$ cat config.mk
export PLATFORM = sky130hd
export DESIGN_NAME = ladder_ctrl
export DESIGN_NICKNAME = d
export VERILOG_FILES = /design/src/rtl/ladder_pkg.sv /design/src/rtl/ladder_delta_fifo.sv /design/src/rtl/ladder_ctrl.sv
export SDC_FILE = /design/constraint.sdc
export NUM_CORES = 1
export LEC_CHECK = 0
export ABC_AREA = 1
export CORE_MARGIN = 1
export CORE_UTILIZATION = 34
export CTS_CLUSTER_DIAMETER = 40
export DETAILED_ROUTE_END_ITERATION = 10
export PLACE_DENSITY_LB_ADDON = 0.25
export SLEW_MARGIN = 20
export SYNTH_ARGS = -nofsm -noshare
export SYNTH_HDL_FRONTEND = slang
export SYNTH_SLANG_ARGS = --single-unit
$ cat constraint.sdc
create_clock -name clk -period 4.7 [get_ports clk]
set_clock_uncertainty 0.1 [all_clocks]
set_input_delay 1.175 -clock clk [delete_from_list [all_inputs] [get_ports clk]]
set_output_delay 1.175 -clock clk [all_outputs]
set_load 0.01 [all_outputs]
$ cat src/rtl/ladder_pkg.sv
// Shared types and default sizing for the ladder sequencer.
// LADDER_PEAK_HOLD_EN adds the PEAK dwell state to the state enum.
package ladder_pkg;

    localparam int unsigned DEF_DW    = 3;
    localparam int unsigned DEF_CW    = 4;
    localparam int unsigned DEF_DEPTH = 4;
    localparam int unsigned DEF_HOLD  = 2;

    typedef enum logic [2:0] {
        ST_IDLE,
        ST_LOAD,
        ST_UP,
        ST_DOWN
`ifdef LADDER_PEAK_HOLD_EN
        ,
        ST_PEAK
`endif
    } ladder_state_e;

endpackage

$ cat src/rtl/ladder_delta_fifo.sv
// Synchronous delta queue with push/pop/flush and registered occupancy.
// DEPTH must be a power of two so the pointers wrap naturally.
module ladder_delta_fifo #(
    parameter int unsigned DW    = 3,
    parameter int unsigned DEPTH = 4,
    parameter int unsigned LW    = $clog2(DEPTH + 1)
) (
    input  logic          clk,
    input  logic          reset,
    input  logic          push,
    input  logic [DW-1:0] push_data,
    input  logic          pop,
    input  logic          flush,
    output logic [DW-1:0] head,
    output logic          full,
    output logic          empty,
    output logic [LW-1:0] level
);

    localparam int unsigned AW = $clog2(DEPTH);

    logic [DW-1:0] mem [0:DEPTH-1];
    logic [AW-1:0] wr_ptr;
    logic [AW-1:0] rd_ptr;
    logic [LW-1:0] level_q;
    logic          do_push;
    logic          do_pop;

    assign full    = (level_q == LW'(DEPTH));
    assign empty   = (level_q == '0);
    assign do_push = push && !full;
    assign do_pop  = pop && !empty;
    assign head    = mem[rd_ptr];
    assign level   = level_q;

    always_ff @(posedge clk) begin
        if (do_push && !flush) begin
            mem[wr_ptr] <= push_data;
        end
    end

    always_ff @(posedge clk or posedge reset) begin
        if (reset) begin
            wr_ptr  <= '0;
            rd_ptr  <= '0;
            level_q <= '0;
        end else if (flush) begin
            wr_ptr  <= '0;
            rd_ptr  <= '0;
            level_q <= '0;
        end else begin
            if (do_push) begin
                wr_ptr <= wr_ptr + 1'b1;
            end
            if (do_pop) begin
                rd_ptr <= rd_ptr + 1'b1;
            end
            case ({do_push, do_pop})
                2'b10:   level_q <= level_q + LW'(1);
                2'b01:   level_q <= level_q - LW'(1);
                default: level_q <= level_q;
            endcase
        end
    end

endmodule

$ cat src/rtl/ladder_ctrl.sv
// Ladder sequencer: pops rung heights from a queue and counts 0->delta->0.
// LADDER_PEAK_HOLD_EN adds a PEAK state that dwells HOLD cycles at the top.
module ladder_ctrl
    import ladder_pkg::*;
#(
    parameter int unsigned DW    = DEF_DW,
    parameter int unsigned CW    = DEF_CW,
    parameter int unsigned DEPTH = DEF_DEPTH,
    parameter int unsigned HOLD  = DEF_HOLD
) (
    input  logic                       clk,
    input  logic                       reset,
    input  logic                       delta_valid,
    input  logic [DW-1:0]              delta_data,
    output logic                       delta_ready,
    input  logic                       enable,
    input  logic                       abort,
    output logic [CW-1:0]              count,
    output logic                       direction,
    output logic                       busy,
    output logic                       peak,
    output logic                       rung_done,
    output logic [$clog2(DEPTH+1)-1:0] fifo_level
);

    localparam int unsigned LW = $clog2(DEPTH + 1);

    // Illegal parameter combinations leave this hook elaborated for inspection.
    if (CW < DW || DEPTH < 2 || HOLD < 1) begin : g_bad_params
    end

    ladder_state_e state;
    logic [DW-1:0] active;
    logic [CW-1:0] count_q;
    logic          dir_q;
    logic          done_q;
    logic [DW-1:0] head;
    logic          full;
    logic          empty;
    logic          push;
    logic          pop;
    logic          at_top;
    logic          last_step;

`ifdef LADDER_PEAK_HOLD_EN
    localparam int unsigned HW = (HOLD > 1) ? $clog2(HOLD) : 1;
    logic [HW-1:0] hold_cnt;
`endif

    assign delta_ready = !full && !abort;
    assign push        = delta_valid && delta_ready;
    assign pop         = enable && !abort && (state == ST_IDLE) && !empty;
    assign at_top      = (count_q == CW'(active));
    assign last_step   = (count_q == CW'(1));

    ladder_delta_fifo #(
        .DW    (DW),
        .DEPTH (DEPTH),
        .LW    (LW)
    ) u_fifo (
        .clk       (clk),
        .reset     (reset),
        .push      (push),
        .push_data (delta_data),
        .pop       (pop),
        .flush     (abort),
        .head      (head),
        .full      (full),
        .empty     (empty),
        .level     (fifo_level)
    );

    // The count==0 cycle after the descent stays busy and carries rung_done;
    // the IDLE cycle that follows is where the next delta may be popped.
    always_ff @(posedge clk or posedge reset) begin
        if (reset) begin
            state    <= ST_IDLE;
            active   <= '0;
            count_q  <= '0;
            dir_q    <= 1'b1;
            done_q   <= 1'b0;
`ifdef LADDER_PEAK_HOLD_EN
            hold_cnt <= '0;
`endif
        end else if (abort) begin
            state    <= ST_IDLE;
            active   <= '0;
            count_q  <= '0;
            dir_q    <= 1'b1;
            done_q   <= 1'b0;
`ifdef LADDER_PEAK_HOLD_EN
            hold_cnt <= '0;
`endif
        end else begin
            done_q <= 1'b0;
            if (enable) begin
                case (state)
                    ST_IDLE: begin
                        if (!empty) begin
                            active <= head;
                            state  <= ST_LOAD;
                        end
                    end
                    ST_LOAD: begin
                        if (active == '0) begin
                            state  <= ST_IDLE;
                            done_q <= 1'b1;
                        end else begin
                            state   <= ST_UP;
                            count_q <= CW'(1);
                        end
                    end
                    ST_UP: begin
                        if (at_top) begin
`ifdef LADDER_PEAK_HOLD_EN
                            state    <= ST_PEAK;
                            hold_cnt <= '0;
`else
                            state   <= ST_DOWN;
                            count_q <= count_q - 1'b1;
                            dir_q   <= last_step;
                            done_q  <= last_step;
`endif
                        end else begin
                            count_q <= count_q + 1'b1;
                        end
                    end
`ifdef LADDER_PEAK_HOLD_EN
                    ST_PEAK: begin
                        if (hold_cnt == HW'(HOLD - 1)) begin
                            state   <= ST_DOWN;
                            count_q <= count_q - 1'b1;
                            dir_q   <= last_step;
                            done_q  <= last_step;
                        end else begin
                            hold_cnt <= hold_cnt + 1'b1;
                        end
                    end
`endif
                    ST_DOWN: begin
                        if (count_q == '0) begin
                            state <= ST_IDLE;
                        end else begin
                            count_q <= count_q - 1'b1;
                            if (last_step) begin
                                dir_q  <= 1'b1;
                                done_q <= 1'b1;
                            end
                        end
                    end
                    default: state <= ST_IDLE;
                endcase
            end
        end
    end

    assign count     = count_q;
    assign direction = dir_q;
    assign rung_done = done_q;
    assign busy      = (state != ST_IDLE);
`ifdef LADDER_PEAK_HOLD_EN
    assign peak      = ((state == ST_UP) || (state == ST_PEAK) || (state == ST_DOWN)) && at_top;
`else
    assign peak      = ((state == ST_UP) || (state == ST_DOWN)) && at_top;
`endif

endmodule

==> out/results.ini, run 1 <==
[power_and_ir_drop]
leakagePower_nw = 1.12
p_sw_frac = 0.416
clkPwrFrac = 0.203
ir_worst_vdd_mv = 0.186
p_int_uw = 597
p_comb_frac = 0.429
p_sw_uw = 425
power_frac_seq = 0.369
power_density_nw_per_um2 = 446

[global_route]
grt_pass1_vias = 1625
grt_max_degree = 19
antenna_found_initial = 0
grt_pass1_wl_um = 7330
grt_util_all_layers = 0.155
overflow = 0

[cells_and_area]
area.growth.synth_to_final_pct = 16.8
ff_latch_area_um2 = 812
multi_input_area_um2 = 963
n_antenna_cell = 0
fin_cells = 352
nNetsFinal = 295
fin_util = 0.414
n_fill_cell = 586
drive_gt1_frac = 0.143

[placed_design]
dp_hpwl_um = 3090
io_buffers = 19
place_congestion = 0.808
placedCellCount = 344

[sta]
slew_headroom = 0.504
final_hold_viol_count = 0
finalSetupViolations = 0
drv_slew = 0
setup_tns_ps = 0
period_minus_slack_ps = 3820
tightest_slew_ps = 744
rsz0062_at_grt = false
hold_ws_ps = 358
fmax_ghz = 0.262
fin_crit_sh = 0.813

[clocking]
cts.clk_slew.worst_paths_ps = 70
tritoncts = built
cts_hold_buf = 0
clock_latency_ps = 280
postCtsSetupRepairBufs = 0
cts_resized = 0
cts_sinks = 30
clk_path_buf_depth = 2
cts_buffers = 5
cts_root_buf = clkbuf_8
htreeDepth = 2

[synthesis]
ys_ff_latch = 30
synth.area.top_cells = dfrtp_1 (22%), edfxtp_1 (18%), nand2_1 (14%)
ys_warn_count = 0
syn_area_um2 = 1960
synth_nets = 273
synthCells = 257
synth_top_area_frac = 0.217
avgSynthCellArea_um2 = 7.64
ys_seq_area_frac = 0.413
yosys.area.top_type = dfrtp_1
synthDistinctLibCells = 30

[floorplan]
core_um2 = 5540
std_cell_rows = 27
num_io_pins = 20
fp.dieW_um = 78.0
die_y_um = 78.0
start_util = 0.355
die-area_um2 = 6090

[job]
drv_cap = 0

[worst_setup_path]
critPathRequiredTime_ps = 3420
startpoint_type = input pin
worstPathArrival_ps = 2550
critPathKind = input pin to primary output
end_kind = primary output
crit_path_max_fanout = 17

[routing]
drt_iter0_markers = 74
viasPerCell = 4.80
wire_per_inst_um = 11.7
vias = 1690
drt-pass1-iter-count = 4
drc = 0
ant_nets = 0
wl_um = 4120

[hold_path]
hold_class = flip-flop to flip-flop

[outcome]
outcome = finished clean

[registers in the layout, indices dropped and copies added (netlist names)]
name,count
u_fifo.mem,12
count,4
active,3
u_fifo.level,3
state,2
u_fifo.rd_ptr,2
u_fifo.wr_ptr,2
direction,1
rung_done,1
[cells by family (layout without fill, tap and decap cells)]
kind of cell	Yosys count	in the layout	share of synthesized area
compound gates	19	19	0.0503
xor+xnor	3	3	0.0134
fa+ha+maj	8	8	0.0548
buf+inv	43	66	0.0962
flops	30	30	0.413
simple gates	154	154	0.372
[worst paths after layout]
path,start,endpoint,slack (ps),cells past startpoint
max,abort,delta_ready,880,5
min,direction,direction,360,2
max reg2reg,state[1],u_fifo.level[2],2590,11
min reg2reg,direction,direction,360,2
max in group asynchronous,reset,u_fifo.rd_ptr[0],2820,2
min in group asynchronous,reset,state[1],1220,2
[layout by cell type (no fill, tap or decap), drive strengths merged]
cell | Yosys | routed
clkbuf | 0 | 5
ha | 7 | 7
nor2 | 33 | 33
a21oi | 2 | 2
buf | 5 | 1
inv | 38 | 38
nor3 | 2 | 2
nand3b | 2 | 2
fa | 1 | 1
xor2 | 2 | 2
clkinvlp | 0 | 1
dfstp | 1 | 1
clkinv | 0 | 2
nand4 | 6 | 6
o22ai | 3 | 3
nor3b | 2 | 2
or2 | 1 | 1
dfrtp | 17 | 17
edfxtp | 12 | 12
nand2 | 79 | 79
o21ai | 14 | 14
nand3 | 29 | 29
xnor2 | 1 | 1
clkdlybuf4s50 | 0 | 19
[stage by stage]
| step | area, µm² | total power, mW | setup WS [ps] |
|---|---|---|---|
| 2_1_floorplan | 1960 | 0.693 | 1810 |
| 3_3_place_gp | 2210 | 0.818 | 889 |
| 3_5_place_dp | 2210 | 0.822 | 890 |
| 4_1_cts | 2290 | 1.03 | 881 |
| 5_1_grt | 2290 | 1.11 | 795 |
| 6_report | 2290 | 1.02 | 878 |
[cells in the mapped netlist]
cell type / n
nor2_8: 1
inv_4: 1
edfxtp_1: 12
o21ai_0: 8
nand4_1: 6
a21oi_1: 2
o22ai_1: 3
xor2_1: 2
nor3b_1: 2
inv_1: 26
dfrtp_1: 17
buf_6: 3
nand3_2: 5
nand2_2: 7
nand2_1: 71
nand2_4: 1
buf_2: 2
nor2_1: 28
nor3_1: 2
xnor2_1: 1
or2_2: 1
nand3b_1: 2
o21ai_1: 6
fa_1: 1
nor2_2: 3
ha_1: 7
inv_2: 11
dfstp_2: 1
nand3_1: 24
nor2_4: 1
[cell type report]
class	instances	area share
Tap cell	72	0.0393
Multi-Input combinational cell	184	0.420
Clock inverter	3	0.00709
Timing Repair Buffer	20	0.0862
Clock buffer	5	0.0300
Inverter	38	0.0633
Sequential cell	30	0.354
[critical path, cell delays in order]
cell and delay, ps:
clkdlybuf4s50_1 430, inv_2 270, nand2_1 90, inv_1 60
clkdlybuf4s50_1 520
[power groups by stage]
stage	logic (mW)	clock network, mW	registers [mW]
floorplan	0.321	0	0.372
global placement	0.437	0	0.381
detailed placement	0.441	0	0.382
CTS	0.442	0.211	0.377
global route	0.504	0.224	0.385
finish	0.438	0.207	0.377
[metal layers]
| metal | vias to the layer above | global-route usage | share of wire |
|---|---|---|---|
| li1 | 862 | - | - |
| met1 | 796 | 0.192 | 0.47 |
| met2 | 26 | 0.265 | 0.48 |
| met3 | 6 | 0.0407 | 0.035 |
| met4 | 0 | 0.0463 | 0.013 |
| met5 | - | 0 | 0 |
(Power assumes the default switching activity.)
==> run 2: changes to the inputs <==
==> constraint.sdc (replaced) <==
create_clock -name clk -period 3.8 [get_ports clk]
set_clock_uncertainty 0.1 [all_clocks]
set_input_delay 0.95 -clock clk [delete_from_list [all_inputs] [get_ports clk]]
set_output_delay 0.95 -clock clk [all_outputs]
set_load 0.01 [all_outputs]
==> run 2 against run 1 <==
Register-to-register slack got worse by 870 ps. Via count is 0.18% lower. Largest power group unchanged. Non-clock buffer count up 1. Combinational power grew 24%. Final cell count grew 0.28%. First-iteration DRC count decreased by 22%. Highest routed layer unchanged. Largest cell class unchanged. Clock-buffer cell count unchanged. Worst setup slack worse by 230 ps.
==> out/results.ini, run 2 (synthesized netlist as in run 1, its figures left out) <==
[outcome]
outcome = finished clean

[floorplan]
start_util = 0.355  ; unchanged
die-area_um2 = 6090  ; unchanged
fp.dieW_um = 78.0  ; unchanged
std_cell_rows = 27  ; unchanged
core_um2 = 5540  ; unchanged
num_io_pins = 20  ; unchanged
die_y_um = 78.0  ; unchanged

[sta]
hold_ws_ps = 367  ; +8.72 ps
setup_tns_ps = 0  ; unchanged
slew_headroom = 0.501  ; -0.00285
fin_crit_sh = 0.829
rsz0062_at_grt = false
finalSetupViolations = 0  ; unchanged
period_minus_slack_ps = 3150
fmax_ghz = 0.317
drv_slew = 0  ; unchanged
tightest_slew_ps = 748  ; +4.27 ps
final_hold_viol_count = 0  ; unchanged

[clocking]
cts_buffers = 5  ; unchanged
clock_latency_ps = 280  ; about the same
clk_path_buf_depth = 2  ; unchanged
htreeDepth = 2  ; unchanged
cts_resized = 0  ; unchanged
tritoncts = built
cts_hold_buf = 0  ; unchanged
cts_root_buf = clkbuf_8
cts.clk_slew.worst_paths_ps = 70  ; about the same
cts_sinks = 30  ; unchanged
postCtsSetupRepairBufs = 0  ; unchanged

[global_route]
antenna_found_initial = 0  ; unchanged
grt_pass1_wl_um = 6960  ; -5.1%
overflow = 0  ; unchanged
grt_pass1_vias = 1543  ; -5.0%
grt_max_degree = 19  ; unchanged
grt_util_all_layers = 0.149  ; -0.00553

[routing]
viasPerCell = 4.78  ; -0.46%
wl_um = 4130  ; +0.15%
ant_nets = 0  ; unchanged
drt-pass1-iter-count = 4  ; unchanged
vias = 1687  ; -0.18%
wire_per_inst_um = 11.7  ; -0.14%
drc = 0  ; unchanged
drt_iter0_markers = 58  ; -22%

[worst_setup_path]
critPathRequiredTime_ps = 2750  ; -670 ps
regToRegSetupSlack_ps = 1720  ; -870 ps
crit_path_max_fanout = 2  ; -15
critPathKind = input pin to primary output
r2r_cells = 11  ; unchanged
slowest_stage = clkdlybuf4s50_1
rr_startpoint = state[1]
cp_cell_sequence = clkdlybuf4s50_1 > inv_2 > nand2_1 > inv_1 > clkdlybuf4s50_1
cp_top_family = buffers and inverters
critPathBufInv = 4  ; unchanged
end_kind = primary output
crit_path_start = abort
path_common_cell = clkdlybuf4s50_1
r2r-end = u_fifo.level[2]
critPathMaxStageDelay_ps = 520  ; about the same
cp_num_cells = 5  ; unchanged
cp-endpoint = delta_ready
worstPathArrival_ps = 2100  ; -450 ps
startpoint_type = input pin

[cells_and_area]
largest_reg_flops = 12  ; unchanged
final_common_cell = nand2_1
regMostFlops = u_fifo.mem
post-route-cell-area_um2 = 2300  ; +0.33%
nNetsFinal = 296  ; +0.34%
drive_gt1_frac = 0.146  ; +0.00305
fin_util = 0.415  ; +0.00135
final_cell_mix = nand2_1 (71), nor2_1 (28), inv_1 (26)
n_antenna_cell = 0  ; unchanged
area.growth.synth_to_final_pct = 17.1

[power_and_ir_drop]
power_density_nw_per_um2 = 551  ; +24%
leakagePower_nw = 1.13  ; +0.43%
ir_worst_vdd_mv = 0.245  ; +32%
power_mw = 1.27  ; +24%

[placed_design]
dp_hpwl_um = 3120  ; +1.1%
place_congestion = 0.847  ; +4.8%
placed_cell_area_um2 = 2220  ; +0.34%
io_buffers = 19  ; unchanged

[hold_path]
hold_depth = 2  ; unchanged
hold_class = flip-flop to flip-flop

[job]
drv_cap = 0  ; unchanged

run 2: cell count changes in the layout (fill, tap and decap cells not counted), sizes merged:
cell / previous run / this run
buf: 1 / 2
run 2: power breakdown:
part,internal (mW),total [mW],switching (mW)
Combinational,0.223,0.543,0.320
Sequential,0.391,0.465,0.0744
Clock,0.125,0.260,0.134
Total,0.740,1.27,0.529
run 2: layout make-up:
class                   count  area, µm²
fillers                   581       3240
clock inverters             3       16.3
flip-flops and latches     30        812
multi-input cells         184        963
well taps                  72       90.1
clock buffers               5       68.8
repair buffers             21        205
inverters                  38        145
run 2: routing by layer:
metal,global-route usage,vias to the layer above,part of all wire
li1,-,862,-
met4,0.0444,0,0.0097
met3,0.0384,5,0.035
met5,0,-,0
met2,0.244,30,0.47
met1,0.194,790,0.48
run 2: worst min-delay path by stage:
stage | start | endpoint
after floorplan | direction | direction
after global placement | direction | direction
after detailed placement | direction | direction
after CTS | direction | direction
after global routing | direction | direction
final | direction | direction
run 2: stage by stage:
| stage | instances | worst slack [ps] |
|---|---|---|
| 6_report | 353 | 649 |
| 5_1_grt | 353 | 597 |
| 4_1_cts | 353 | 635 |
| 3_5_place_dp | 345 | 641 |
| 3_3_place_gp | 345 | 637 |
| 2_1_floorplan | 257 | 1360 |
run 2: worst min-delay path, stage by stage (launching register included):
cell and delay [ps]:
dfstp_2 370, nand2_1 60, nand2_1 40
==> run 3: changes to the inputs <==
==> constraint.sdc (replaced) <==
create_clock -name clk -period 2.7 [get_ports clk]
set_clock_uncertainty 0.1 [all_clocks]
set_input_delay 0.675 -clock clk [delete_from_list [all_inputs] [get_ports clk]]
set_output_delay 0.675 -clock clk [all_outputs]
set_load 0.01 [all_outputs]
==> run 3 against run 2 <==
First-iteration DRC count rose by 8.6%. Die area did not move. Critical endpoint unchanged. Largest power group unchanged. Clock-buffer cell count did not move. Cell area rose by 3.7%. Sequential power rose by 38%. Via count rose by 2.9%.
==> out/results.ini, run 3 (synthesized netlist as in run 1, its figures left out) <==
[cells_and_area]
area.growth.synth_to_final_pct = 21.5
largest_reg_flops = 12  ; unchanged
nNetsFinal = 307  ; +3.7%
drive_gt1_frac = 0.182  ; +0.0356
n_antenna_cell = 0  ; unchanged
fin_cells = 364  ; +3.1%
final_cell_mix = nand2_1 (71), nor2_1 (28), inv_1 (26)
fin_util = 0.431  ; +0.0154
regMostFlops = u_fifo.mem
post-route-cell-area_um2 = 2390  ; +3.7%
final_common_cell = nand2_1

[worst_setup_path]
worstPathArrival_ps = 1680  ; -420 ps
critPathKind = input pin to primary output
startpoint_type = input pin
cp_cell_sequence = dlygate4sd2_1 > inv_2 > nand2_1 > inv_1 > clkdlybuf4s50_1
critPathBufInv = 4  ; unchanged
cp_top_family = buffers and inverters
end_kind = primary output
critPathMaxStageDelay_ps = 520  ; about the same
slowest_stage = clkdlybuf4s50_1
critPathRequiredTime_ps = 1920  ; -830 ps
crit_path_max_fanout = 4  ; +2

[clocking]
clk_path_buf_depth = 2  ; unchanged
cts_buffers = 5  ; unchanged
cts_sinks = 30  ; unchanged
htreeDepth = 2  ; unchanged
cts_hold_buf = 0  ; unchanged
cts_root_buf = clkbuf_8
tritoncts = built
cts.clk_slew.worst_paths_ps = 70  ; about the same
clock_latency_ps = 270  ; about the same

[sta]
setup_tns_ps = 0  ; unchanged
final_hold_viol_count = 0  ; unchanged
finalSetupViolations = 0  ; unchanged
slew_headroom = 0.752  ; +0.252
rsz0062_at_grt = false
period_minus_slack_ps = 2460
fin_crit_sh = 0.910
tightest_slew_ps = 371  ; -377 ps
fmax_ghz = 0.407
drv_slew = 0  ; unchanged

[global_route]
antenna_found_initial = 0  ; unchanged
grt_max_degree = 19  ; unchanged
grt_pass1_wl_um = 7470  ; +7.3%
grt_util_all_layers = 0.156  ; +0.00650
overflow = 0  ; unchanged
grt_pass1_vias = 1682  ; +9.0%

[floorplan]
num_io_pins = 20  ; unchanged
die-area_um2 = 6090  ; unchanged
core_um2 = 5540  ; unchanged
die_y_um = 78.0  ; unchanged
start_util = 0.355  ; unchanged
std_cell_rows = 27  ; unchanged
fp.dieW_um = 78.0  ; unchanged

[hold_path]
hold_class = flip-flop to flip-flop

[power_and_ir_drop]
power_density_nw_per_um2 = 765  ; +39%
leakagePower_nw = 1.20  ; +6.6%
ir_worst_vdd_mv = 0.314  ; +28%
power_mw = 1.83  ; +44%

[routing]
wire_per_inst_um = 11.8  ; +1.1%
ant_nets = 0  ; unchanged
viasPerCell = 4.77  ; -0.21%
wl_um = 4310  ; +4.2%
drt_iter0_markers = 63  ; +8.6%
vias = 1736  ; +2.9%
drt-pass1-iter-count = 4  ; unchanged
drc = 0  ; unchanged

[placed_design]
io_buffers = 19  ; unchanged
place_congestion = 0.844  ; -0.41%
placedCellCount = 352  ; +2.0%
dp_hpwl_um = 3230  ; +3.6%
placed_cell_area_um2 = 2270  ; +2.4%

[job]
drv_cap = 0  ; unchanged

[outcome]
outcome = finished clean

## run 3: changes by cell type in the layout (fill, tap and decap cells not counted), sizes merged
cell	before	now
dlygate4sd2	0	1
dlymetal6s2s	0	1
clkdlybuf4s50	19	17
buf	2	13
## run 3: through the flow
stage          setup slack (ps)  hold slack, ps
4_1_cts                    80.9             363
2_1_floorplan               604             367
3_3_place_gp               12.4             350
5_1_grt                     212             404
6_report                    243             360
3_5_place_dp               2.87             352
## run 3: layout make-up
class                   instances  area, µm²
multi-input cells             184        963
fillers                       576       3150
flip-flops and latches         30        813
repair buffers                 32        289
clock buffers                   5       68.8
clock inverters                 3       16.3
well taps                      72       90.1
inverters                      38        145
## run 3: layer usage
| layer | share of wire | GRT usage | up-vias |
|---|---|---|---|
| li1 | - | - | 891 |
| met1 | 0.47 | 0.200 | 788 |
| met2 | 0.48 | 0.264 | 52 |
| met3 | 0.046 | 0.0372 | 5 |
| met4 | 0.0079 | 0.0407 | 0 |
| met5 | 0 | 0 | - |
## run 3: path summary, 6_finish.rpt
check	from	to	slack, ps	depth (start not counted)
hold / removal	direction	direction	360	2
min in group asynchronous	reset	u_fifo.wr_ptr[0]	610	3
max in group asynchronous	reset	direction	1630	3
setup reg to reg	state[1]	u_fifo.level[2]	670	11
hold reg to reg	direction	direction	360	2
setup / recovery	abort	delta_ready	240	5
## run 3: worst reg2reg max path, cell delays in order (launching register included)
cell and delay [ps]:
dfrtp_1 530, inv_2 130, nand2_1 180, nor2_8 60, nand2_4 50, inv_1 50, fa_1 370, xnor2_1 180
nand3b_1 130, nand2_1 50, inv_1 50, nand2_1 50
## run 3: what timing repair did
action	CTS	global route
endpoints found under the setup margin	2	1
buffers inserted	0	4
gates resized for setup	2	1
## run 3: power by group
| group | internal, mW | switching, mW | leakage [nW] |
|---|---|---|---|
| Combinational | 0.345 | 0.483 | 0.811 |
| Sequential | 0.551 | 0.0902 | 0.348 |
| Clock | 0.176 | 0.180 | 0.0416 |
